[src/rtl/sequential_ripple_adder_32bit.sv]
// Multi-cycle adder: latches A/B/c_in on start, then adds one DIGIT-wide slice
// per clock (LSB first) and publishes sum/c_out with a one-cycle done pulse.
module sequential_ripple_adder_32bit #(
  parameter int WIDTH = 32,
  parameter int DIGIT = 4
) (
  input  logic             clk,
  input  logic             rst_n,
  input  logic             start,
  input  logic [WIDTH-1:0] A,
  input  logic [WIDTH-1:0] B,
  input  logic             c_in,
  output logic [WIDTH-1:0] sum,
  output logic             c_out,
  output logic             busy,
  output logic             done
);

  localparam int NDIG = WIDTH / DIGIT;
  localparam int CW   = (NDIG > 1) ? $clog2(NDIG) : 1;
  localparam logic [CW-1:0] LAST_DIG = CW'(NDIG - 1);

  typedef enum logic [1:0] {
    IDLE = 2'd0,
    RUN  = 2'd1,
    DONE = 2'd2
  } state_t;

  state_t           state_q, state_d;
  logic [WIDTH-1:0] a_q, a_d;
  logic [WIDTH-1:0] b_q, b_d;
  logic [WIDTH-1:0] acc_q, acc_d;
  logic [WIDTH-1:0] sum_q, sum_d;
  logic [CW-1:0]    cnt_q, cnt_d;
  logic             carry_q, carry_d;
  logic             c_out_q, c_out_d;

  int               bit_idx;
  logic [DIGIT-1:0] a_dig;
  logic [DIGIT-1:0] b_dig;
  logic [DIGIT:0]   dig_sum;

  // Next-state and datapath for the latch / digit-serial add / publish sequence
  always_comb begin
    state_d = state_q;
    a_d     = a_q;
    b_d     = b_q;
    acc_d   = acc_q;
    sum_d   = sum_q;
    cnt_d   = cnt_q;
    carry_d = carry_q;
    c_out_d = c_out_q;
    bit_idx = int'(cnt_q) * DIGIT;
    a_dig   = a_q[bit_idx +: DIGIT];
    b_dig   = b_q[bit_idx +: DIGIT];
    dig_sum = {1'b0, a_dig} + {1'b0, b_dig} + {{DIGIT{1'b0}}, carry_q};

    case (state_q)
      IDLE: begin
        if (start) begin
          a_d     = A;
          b_d     = B;
          acc_d   = '0;
          cnt_d   = '0;
          carry_d = c_in;
          state_d = RUN;
        end else begin
          state_d = IDLE;
        end
      end
      RUN: begin
        acc_d[bit_idx +: DIGIT] = dig_sum[DIGIT-1:0];
        carry_d                 = dig_sum[DIGIT];
        if (cnt_q == LAST_DIG) begin
          // Final digit: publish the freshly completed accumulator, not acc_q
          sum_d   = acc_d;
          c_out_d = dig_sum[DIGIT];
          cnt_d   = '0;
          state_d = DONE;
        end else begin
          cnt_d   = cnt_q + CW'(1);
          state_d = RUN;
        end
      end
      DONE: begin
        state_d = IDLE;
      end
      default: begin
        state_d = IDLE;
      end
    endcase
  end

  // State and datapath registers with synchronous active-low reset
  always_ff @(posedge clk) begin
    if (!rst_n) begin
      state_q <= IDLE;
      a_q     <= '0;
      b_q     <= '0;
      acc_q   <= '0;
      sum_q   <= '0;
      cnt_q   <= '0;
      carry_q <= 1'b0;
      c_out_q <= 1'b0;
    end else begin
      state_q <= state_d;
      a_q     <= a_d;
      b_q     <= b_d;
      acc_q   <= acc_d;
      sum_q   <= sum_d;
      cnt_q   <= cnt_d;
      carry_q <= carry_d;
      c_out_q <= c_out_d;
    end
  end

  assign sum   = sum_q;
  assign c_out = c_out_q;
  assign busy  = (state_q == RUN);
  assign done  = (state_q == DONE);

endmodule

[config.mk]
export PLATFORM = sky130hd
export DESIGN_NAME = sequential_ripple_adder_32bit
export DESIGN_NICKNAME = d
export VERILOG_FILES = /design/src/rtl/sequential_ripple_adder_32bit.sv
export SDC_FILE = /design/constraint.sdc
export NUM_CORES = 1
export LEC_CHECK = 0
export BUFFER_PORTS_ARGS = -buffer_cell sky130_fd_sc_hd__buf_2
export CORE_ASPECT_RATIO = 0.8
export CORE_MARGIN = 2
export CORE_UTILIZATION = 55
export DETAILED_ROUTE_END_ITERATION = 10
export PLACE_DENSITY = 0.78
export SLEW_MARGIN = 20
export SYNTH_ARGS = -nofsm -noshare
export SYNTH_HDL_FRONTEND = slang
export SYNTH_SLANG_ARGS = --single-unit
[constraint.sdc]
create_clock -name clk -period 4.3 [get_ports clk]
set_input_delay 0.215 -clock clk [delete_from_list [all_inputs] [get_ports clk]]
set_output_delay 0.215 -clock clk [all_outputs]
set_load 0.02 [all_outputs]
==> flow_summary_export.csv, run 1 <==
group,metric,value,unit
setup_path,r2r_start,"cnt_q[0]$_SDFFE_PN0P_",
cts,cts_resized,0,
setup_path,worstPathRequired,4.60,ns
cts,hold_buffers,0,
detailed_routing,vias_per_cell,5.80,
global_routing,grt_start_max_net_pins,67,
setup_path,worstPathArrival,3.72,ns
synthesis,synth-seq-cells,135,
timing,relSlewSlack,0.302,
cts,tritoncts,"yes",
synthesis,syn_avg_cell_area,8.75,µm²
cts,insertion_delay,0.41,ns
worst_hold_path,holdPathEnd,"a_q[2]$_SDFFE_PN0P_",
cells_and_area,drive_gt1_frac,0.219,
setup_path,worst-setup-path-type,"reg2reg",
synthesis,netlist_instances,689,
global_routing,grt_pass1_vias,5221,
power,powerDensity,422,mW/mm²
detailed_routing,post-route-drc-count,0,
synthesis,yosysWarningCount,0,
cts,post_cts_buffers,0,
status,outcome,"finished clean",
timing,skew,0.00579,ns
worst_hold_path,hp-start,"A[2]",
die,start_util,0.560,
setup_path,crit_fanout,17,
timing,min_period,3.42,ns
detailed_routing,ant_nets,0,
cells_and_area,layout_common_cells,"188 x nand2_1, 134 x dfxtp_1, 104 x a21oi_1",
worst_hold_path,hold_path.class,"in2reg",
detailed_routing,detail_route.wl_per_cell,16.5,µm
timing,setup_tns,0,ns
cells_and_area,fin_nets,845,
cts,clockRootBuffer,"clkbuf_16",
place,dp_hpwl,10300,µm
cts,clock-sinks,135,
power,power_leakage,2.93,nW
die,num_rows,34,
setup_path,endpoint_kind,"flop",
cells_and_area,antennaDiodeCount,0,
cells_and_area,layout_commonest_cell,"nand2_1",
die,io-pin-count,103,
timing,grt_setup_unrepaired,"false",
place,gp_congestion,0.898,
synthesis,synth_nets,769,
setup_path,ff2ff_setup_slack,0.88,ns
timing,hold_violations,0,
cts,cts_buffer_depth,2,
synthesis,synth.distinct_cells,59,
cts,h-tree-depth,4,
cells_and_area,final_util,0.655,
timing,setup_viol,0,
setup_path,timing.rr.end,"acc_q[7]$_SDFFE_PN0P_",
die,die_w,121,µm
cells_and_area,syn_to_final_growth,17.0,%
power,max-vdd-ir-drop,0.299,mV
global_routing,antenna_found_initial,0,
cts,clk_pin_slew,0.06,ns
synthesis,synthesis.area,0.00603,mm²
synthesis,synth_sequential_area_ratio,0.448,
die,die_y,97.7,µm
worst_hold_path,whs_path_depth,3,
global_routing,overflow,0,
die,fp.dieArea,0.0118,mm²
timing,max_freq,292,MHz
job,drv_cap,0,
timing,maxSlewViolCount,0,
synthesis,synth_ff_type,"dfxtp_1",
cts,cts_buffers,17,
setup_path,ff2ff_path_depth,10,
detailed_routing,wl,15200,µm
place,io_buffers,102,
global_routing,grt_util_all_layers,0.267,
detailed_routing,first_pass_iters,5,
synthesis,synth_edf_count,0,
timing,finalCritPeriodShare,0.796,
synthesis,synthArstFlopShare,0,
die,core,0.0108,mm²
detailed_routing,num_vias,5348,
global_routing,grt_pass1_wl,25200,µm
setup_path,cp-start-kind,"flop",
detailed_routing,first_iter_violations,520,
timing,worst_slew_pin_slew,1.05,ns
==> cells by family after synthesis <==
kind of cell    Yosys count  synth area share
compound gates          193             0.205
xor+xnor                  2           0.00291
fa+ha+maj                12            0.0274
buf+inv                  63            0.0519
flops                   135             0.448
mux                      25            0.0747
simple gates            259             0.190
==> how the worst max path moves through the flow <==
stage	start	endpoint	slack (ns)	depth (start not counted)
final	cnt_q[0]$_SDFFE_PN0P_	acc_q[7]$_SDFFE_PN0P_	0.88	10
after detailed placement	cnt_q[0]$_SDFFE_PN0P_	acc_q[7]$_SDFFE_PN0P_	0.86	10
after global routing	cnt_q[0]$_SDFFE_PN0P_	acc_q[27]$_SDFFE_PN0P_	0.66	10
after floorplan	cnt_q[0]$_SDFFE_PN0P_	acc_q[15]$_SDFFE_PN0P_	1.30	12
after CTS	cnt_q[0]$_SDFFE_PN0P_	acc_q[7]$_SDFFE_PN0P_	0.86	10
after global placement	cnt_q[0]$_SDFFE_PN0P_	acc_q[23]$_SDFFE_PN0P_	0.94	10
==> where the power goes <==
| part | internal (mW) | switching [mW] |
|---|---|---|
| logic | 0.114 | 0.197 |
| clock network | 0.820 | 0.522 |
| registers | 1.29 | 0.0290 |
| total | 2.23 | 0.748 |
==> registers in the layout (all words and copies together) (netlist names) <==
name	cells
b_q	32
state_q	2
acc_q	32
sum	32
a_q	32
c_out	1
carry_q	1
cnt_q	3
==> layer usage <==
layer  track usage  wire length [µm]  vias up
met5             0                 0        -
met2         0.419              6950      222
met1         0.363              6880     2544
li1              -                 -     2559
met3        0.0681              1130       23
met4        0.0823               236        0
==> critical path, stage by stage (launching register included) <==
cell and delay, ns:
dfxtp_2 0.66, buf_4 0.38, mux4_2 0.53, nand2_1 0.07, and2_1 0.19, inv_1 0.06
ha_1 0.26, a211o_1 0.31, a21o_1 0.29, and2_1 0.28, a32o_1 0.27
==> metrics by stage <==
step                      area, µm²  std cells  hold WS, ns  setup WS [ns]  power, mW
after floorplan                6030        689        0.351           1.30       1.56
after global placement         6500        890        0.438          0.940       1.64
after detailed placement       6500        890        0.443          0.865       1.65
after CTS                      7050        922       0.0334          0.858       2.97
after global routing           7050        922       0.0373          0.662       3.08
final                          7050        922       0.0381          0.875       2.97
==> cells in the mapped netlist (all sizes together), types with 6 or more instances <==
cell type	number	area share
nand2	189	0.12
dfxtp	135	0.45
a21oi	105	0.088
buf	31	0.032
o21ai	30	0.028
clkbuf	20	0.013
nor2	20	0.012
mux4	16	0.060
a22o	15	0.022
nand3	12	0.010
a32o	11	0.018
inv	11	0.0068
ha	10	0.021
mux2i	9	0.015
and2	8	0.0087
nor2b	7	0.0073
o22ai	6	0.0062
==> cell type report <==
cell class              count  area [µm²]
clock buffers              23         468
clock inverters             9        76.3
fillers                   881        3710
inverters                  12        45.0
multi-input cells         491        3020
flip-flops and latches    135        2700
well taps                 144         180
repair buffers            108         556
Power figures use the tool's default switching activity.
==> run 2: changes to the inputs <==
--- a/config.mk
+++ b/config.mk
@@ -5,12 +5,13 @@
 export SDC_FILE = /design/constraint.sdc
 export NUM_CORES = 1
 export LEC_CHECK = 0
+export ABC_AREA = 1
 export BUFFER_PORTS_ARGS = -buffer_cell sky130_fd_sc_hd__buf_2
 export CORE_ASPECT_RATIO = 0.8
 export CORE_MARGIN = 2
-export CORE_UTILIZATION = 55
+export CORE_UTILIZATION = 51
 export DETAILED_ROUTE_END_ITERATION = 10
-export PLACE_DENSITY = 0.78
+export PLACE_DENSITY = 0.76
 export SLEW_MARGIN = 20
 export SYNTH_ARGS = -nofsm -noshare
 export SYNTH_HDL_FRONTEND = slang
==> constraint.sdc (replaced) <==
create_clock -name clk -period 3 [get_ports clk]
set_input_delay 0.15 -clock clk [delete_from_list [all_inputs] [get_ports clk]]
set_output_delay 0.15 -clock clk [all_outputs]
set_load 0.02 [all_outputs]
==> run 2 against run 1 <==
Against the previous run:
- the flow now finishes with violations (hold timing)
- final cell count is 19% higher
- combinational power increased by 120%
- sequential power increased by 46%
- non-clock buffer count increased by 38
- clock-buffer cell count decreased by 2
- critical path depth up 5
- clock skew rose by 0.0021 ns
- critical endpoint is now acc_q[18]$_SDFFE_PN0P_
==> flow_summary_export.csv, run 2 <==
group,metric,value,unit
status,outcome,"finished with violations",
status,violations,"hold timing",
cells_and_area,fin_nets,1014,
setup_path,r2r_start,"cnt_q[1]$_SDFFE_PN0P_",
die,num_rows,35,
detailed_routing,first_iter_violations,591,
synthesis,synth.distinct_cells,37,
timing,skew,0.00789,ns
setup_path,endpoint_kind,"flop",
synthesis,synth-seq-cells,135,
synthesis,synthesis.area,0.00610,mm²
place,dp_hpwl,10800,µm
setup_path,worst-setup-path-type,"reg2reg",
timing,worst_slew_pin_slew,0.849,ns
place,place_area,0.00665,mm²
synthesis,synth_sequential_area_ratio,0.443,
cells_and_area,layout_common_cells,"177 x nor2_1, 134 x dfxtp_1, 119 x o21ai_0",
synthesis,synthTopCellsByCount,"177 x nor2_1, 135 x dfxtp_1, 119 x o21ai_0",
cts,clk_pin_slew,0.06,ns
global_routing,grt_pass1_vias,5418,
cts,clock-sinks,135,
detailed_routing,first_pass_iters,5,
power,pwr-share-seq,0.412,
synthesis,synthTopCellsByArea,"dfxtp_1 44%, nor2_1 11%, o21ai_0 9.8%",
setup_path,crit_fanout,21,
timing,grt_setup_unrepaired,"false",
die,start_util,0.526,
cts,tritoncts,"yes",
synthesis,synthMostInstantiatedCell,"nor2_1",
synthesis,netlist_instances,824,
cts,insertion_delay,0.42,ns
place,gp_congestion,0.842,
power,max-vdd-ir-drop,0.390,mV
timing,hold_violations,1,
power,p_sw_frac,0.271,
power,clkPwrFrac,0.442,
global_routing,grt_pass1_wl,26600,µm
synthesis,synthArstFlopShare,0,
timing,setup_tns,0,ns
global_routing,grt_start_max_net_pins,100,
die,die_w,126,µm
detailed_routing,ant_nets,0,
timing,maxSlewViolCount,0,
detailed_routing,vias_per_cell,5.44,
place,io_buffers,102,
cts,clockRootBuffer,"clkbuf_16",
setup_path,cp-start-kind,"flop",
die,core,0.0116,mm²
timing,hold_ws,-0.00223,ns
synthesis,yosys.area.top_type_share,0.443,
synthesis,synth_edf_count,0,
timing,setup_viol,0,
power,p_int,3.42,mW
cells_and_area,antennaDiodeCount,0,
power,comb_power_share,0.146,
synthesis,yosysWarningCount,0,
setup_path,worstPathArrival,3.05,ns
worst_hold_path,holdPathEnd,"b_q[27]$_SDFFE_PN0P_",
detailed_routing,num_vias,5952,
cells_and_area,layout.cells.non_filler,1095,
cells_and_area,syn_to_final_growth,23.4,%
timing,min_period,2.71,ns
synthesis,synth_largest_area_cell,"dfxtp_1",
die,fp.dieArea,0.0129,mm²
timing,finalCritPeriodShare,0.902,
cells_and_area,layout_commonest_cell,"nor2_1",
cells_and_area,design_area,0.00753,mm²
worst_hold_path,hp-start,"B[27]",
place,place_inst,1035,
synthesis,synth_ff_type,"dfxtp_1",
worst_hold_path,hold_path.class,"in2reg",
detailed_routing,wl,16300,µm
cells_and_area,n_fill_cell,1008,
worst_hold_path,whs_path_depth,3,
setup_path,timing.rr.end,"acc_q[18]$_SDFFE_PN0P_",
power,switchingPower,1.27,mW
detailed_routing,detail_route.wl_per_cell,14.9,µm
die,io-pin-count,103,
cells_and_area,drive_gt1_frac,0.203,
detailed_routing,post-route-drc-count,0,
timing,max_freq,370,MHz
setup_path,ff2ff_path_depth,15,
timing,relSlewSlack,0.434,
synthesis,syn_avg_cell_area,7.41,µm²
synthesis,synth_nets,904,
setup_path,ff2ff_setup_slack,0.29,ns
cts,h-tree-depth,4,
power,powerDensity,622,mW/mm²
setup_path,worstPathRequired,3.34,ns
timing,setup_slack,0.294,ns
global_routing,grt_util_all_layers,0.260,
job,drv_cap,0,
cts,cts_buffers,17,
die,die_y,102,µm
place,dp_slack,0.221,ns
global_routing,overflow,0,
cts,cts_buffer_depth,2,
power,power_leakage,3.10,nW
global_routing,antenna_found_initial,0,
-- run 2: changes by cell type in the layout (fill, tap and decap cells not counted), sizes merged, moves of 11 or more --
cell         change
a21oi           -68
a22o            -15
a32o            -11
dlygate4sd3     +28
inv             +23
mux4            -16
nand2           -91
nand3           +43
nor2           +164
o211ai          +19
o21ai          +122
or2             +12
-- run 2: worst max path at each step --
stage / start / endpoint / depth (start not counted) / slack (ns)
final: cnt_q[1]$_SDFFE_PN0P_ / acc_q[18]$_SDFFE_PN0P_ / 15 / 0.29
after detailed placement: cnt_q[0]$_SDFFE_PN0P_ / acc_q[5]$_SDFFE_PN0P_ / 14 / 0.22
after floorplan: cnt_q[0]$_SDFFE_PN0P_ / acc_q[18]$_SDFFE_PN0P_ / 15 / 0.26
after CTS: cnt_q[0]$_SDFFE_PN0P_ / acc_q[5]$_SDFFE_PN0P_ / 14 / 0.20
after global routing: cnt_q[1]$_SDFFE_PN0P_ / acc_q[6]$_SDFFE_PN0P_ / 14 / 0.03
after global placement: cnt_q[0]$_SDFFE_PN0P_ / acc_q[5]$_SDFFE_PN0P_ / 14 / 0.33
-- run 2: layer usage --
layer	track usage	part of all wire
met1	0.375	0.49
met2	0.388	0.43
met3	0.0654	0.071
met4	0.0744	0.011
met5	0	0
-- run 2: metrics by stage --
step / power [mW] / util
floorplan: 2.40 / -
global placement: 2.59 / 0.573
detailed placement: 2.60 / 0.573
CTS: 4.68 / 0.648
global route: 4.88 / 0.649
finish: 4.69 / 0.649
-- run 2: layout make-up --
cell class                 instances  area (µm²)  area share
clock inverter                    11         121      0.0161
sequential                       135        2700       0.359
inverter                          34         133      0.0176
timing repair buffer             146         927       0.123
clock buffer                      21         470      0.0625
tap                              148         185      0.0246
multi-input combinational        600        2990       0.397
-- run 2: cell families after synthesis --
| logic type | Yosys count | synth area share |
|---|---|---|
| xor gates and xnor gates | 1 | 0.00143 |
| and+or+nand+nor | 356 | 0.256 |
| buffers and inverters | 89 | 0.0691 |
| AOI/OAI and AO/OA | 231 | 0.204 |
| DFF | 135 | 0.443 |
| adders and majority gates | 12 | 0.0271 |
-- run 2: power by group through the flow --
stage / clock, mW / combinational [mW] / sequential [mW]
2_1_floorplan: 0 / 0.456 / 1.95
5_1_grt: 2.17 / 0.768 / 1.94
3_3_place_gp: 0 / 0.619 / 1.97
6_report: 2.07 / 0.686 / 1.93
3_5_place_dp: 0 / 0.633 / 1.97
4_1_cts: 2.08 / 0.667 / 1.93
-- run 2: repair_timing --
item | 4_1_cts | 5_1_grt
hold buffers | 28 | 0
buffers inserted | 0 | 0
resized for setup | 0 | 6
endpoints found under the setup margin | 0 | 21
hold endpoints to repair | 28 | 0
-- run 2: worst max-delay path, cell delays in order, from the launching register on --
cell and delay [ns]:
dfxtp_1 0.35, buf_6 0.21, o21ai_0 0.12, o22ai_1 0.17, nor2_1 0.08, a31oi_2 0.17
fa_2 0.26, inv_1 0.06, fa_1 0.40, xnor2_1 0.17, buf_4 0.15, nand2_1 0.05
nand2_1 0.06, o21ai_1 0.07, or2_0 0.20, a21oi_1 0.11
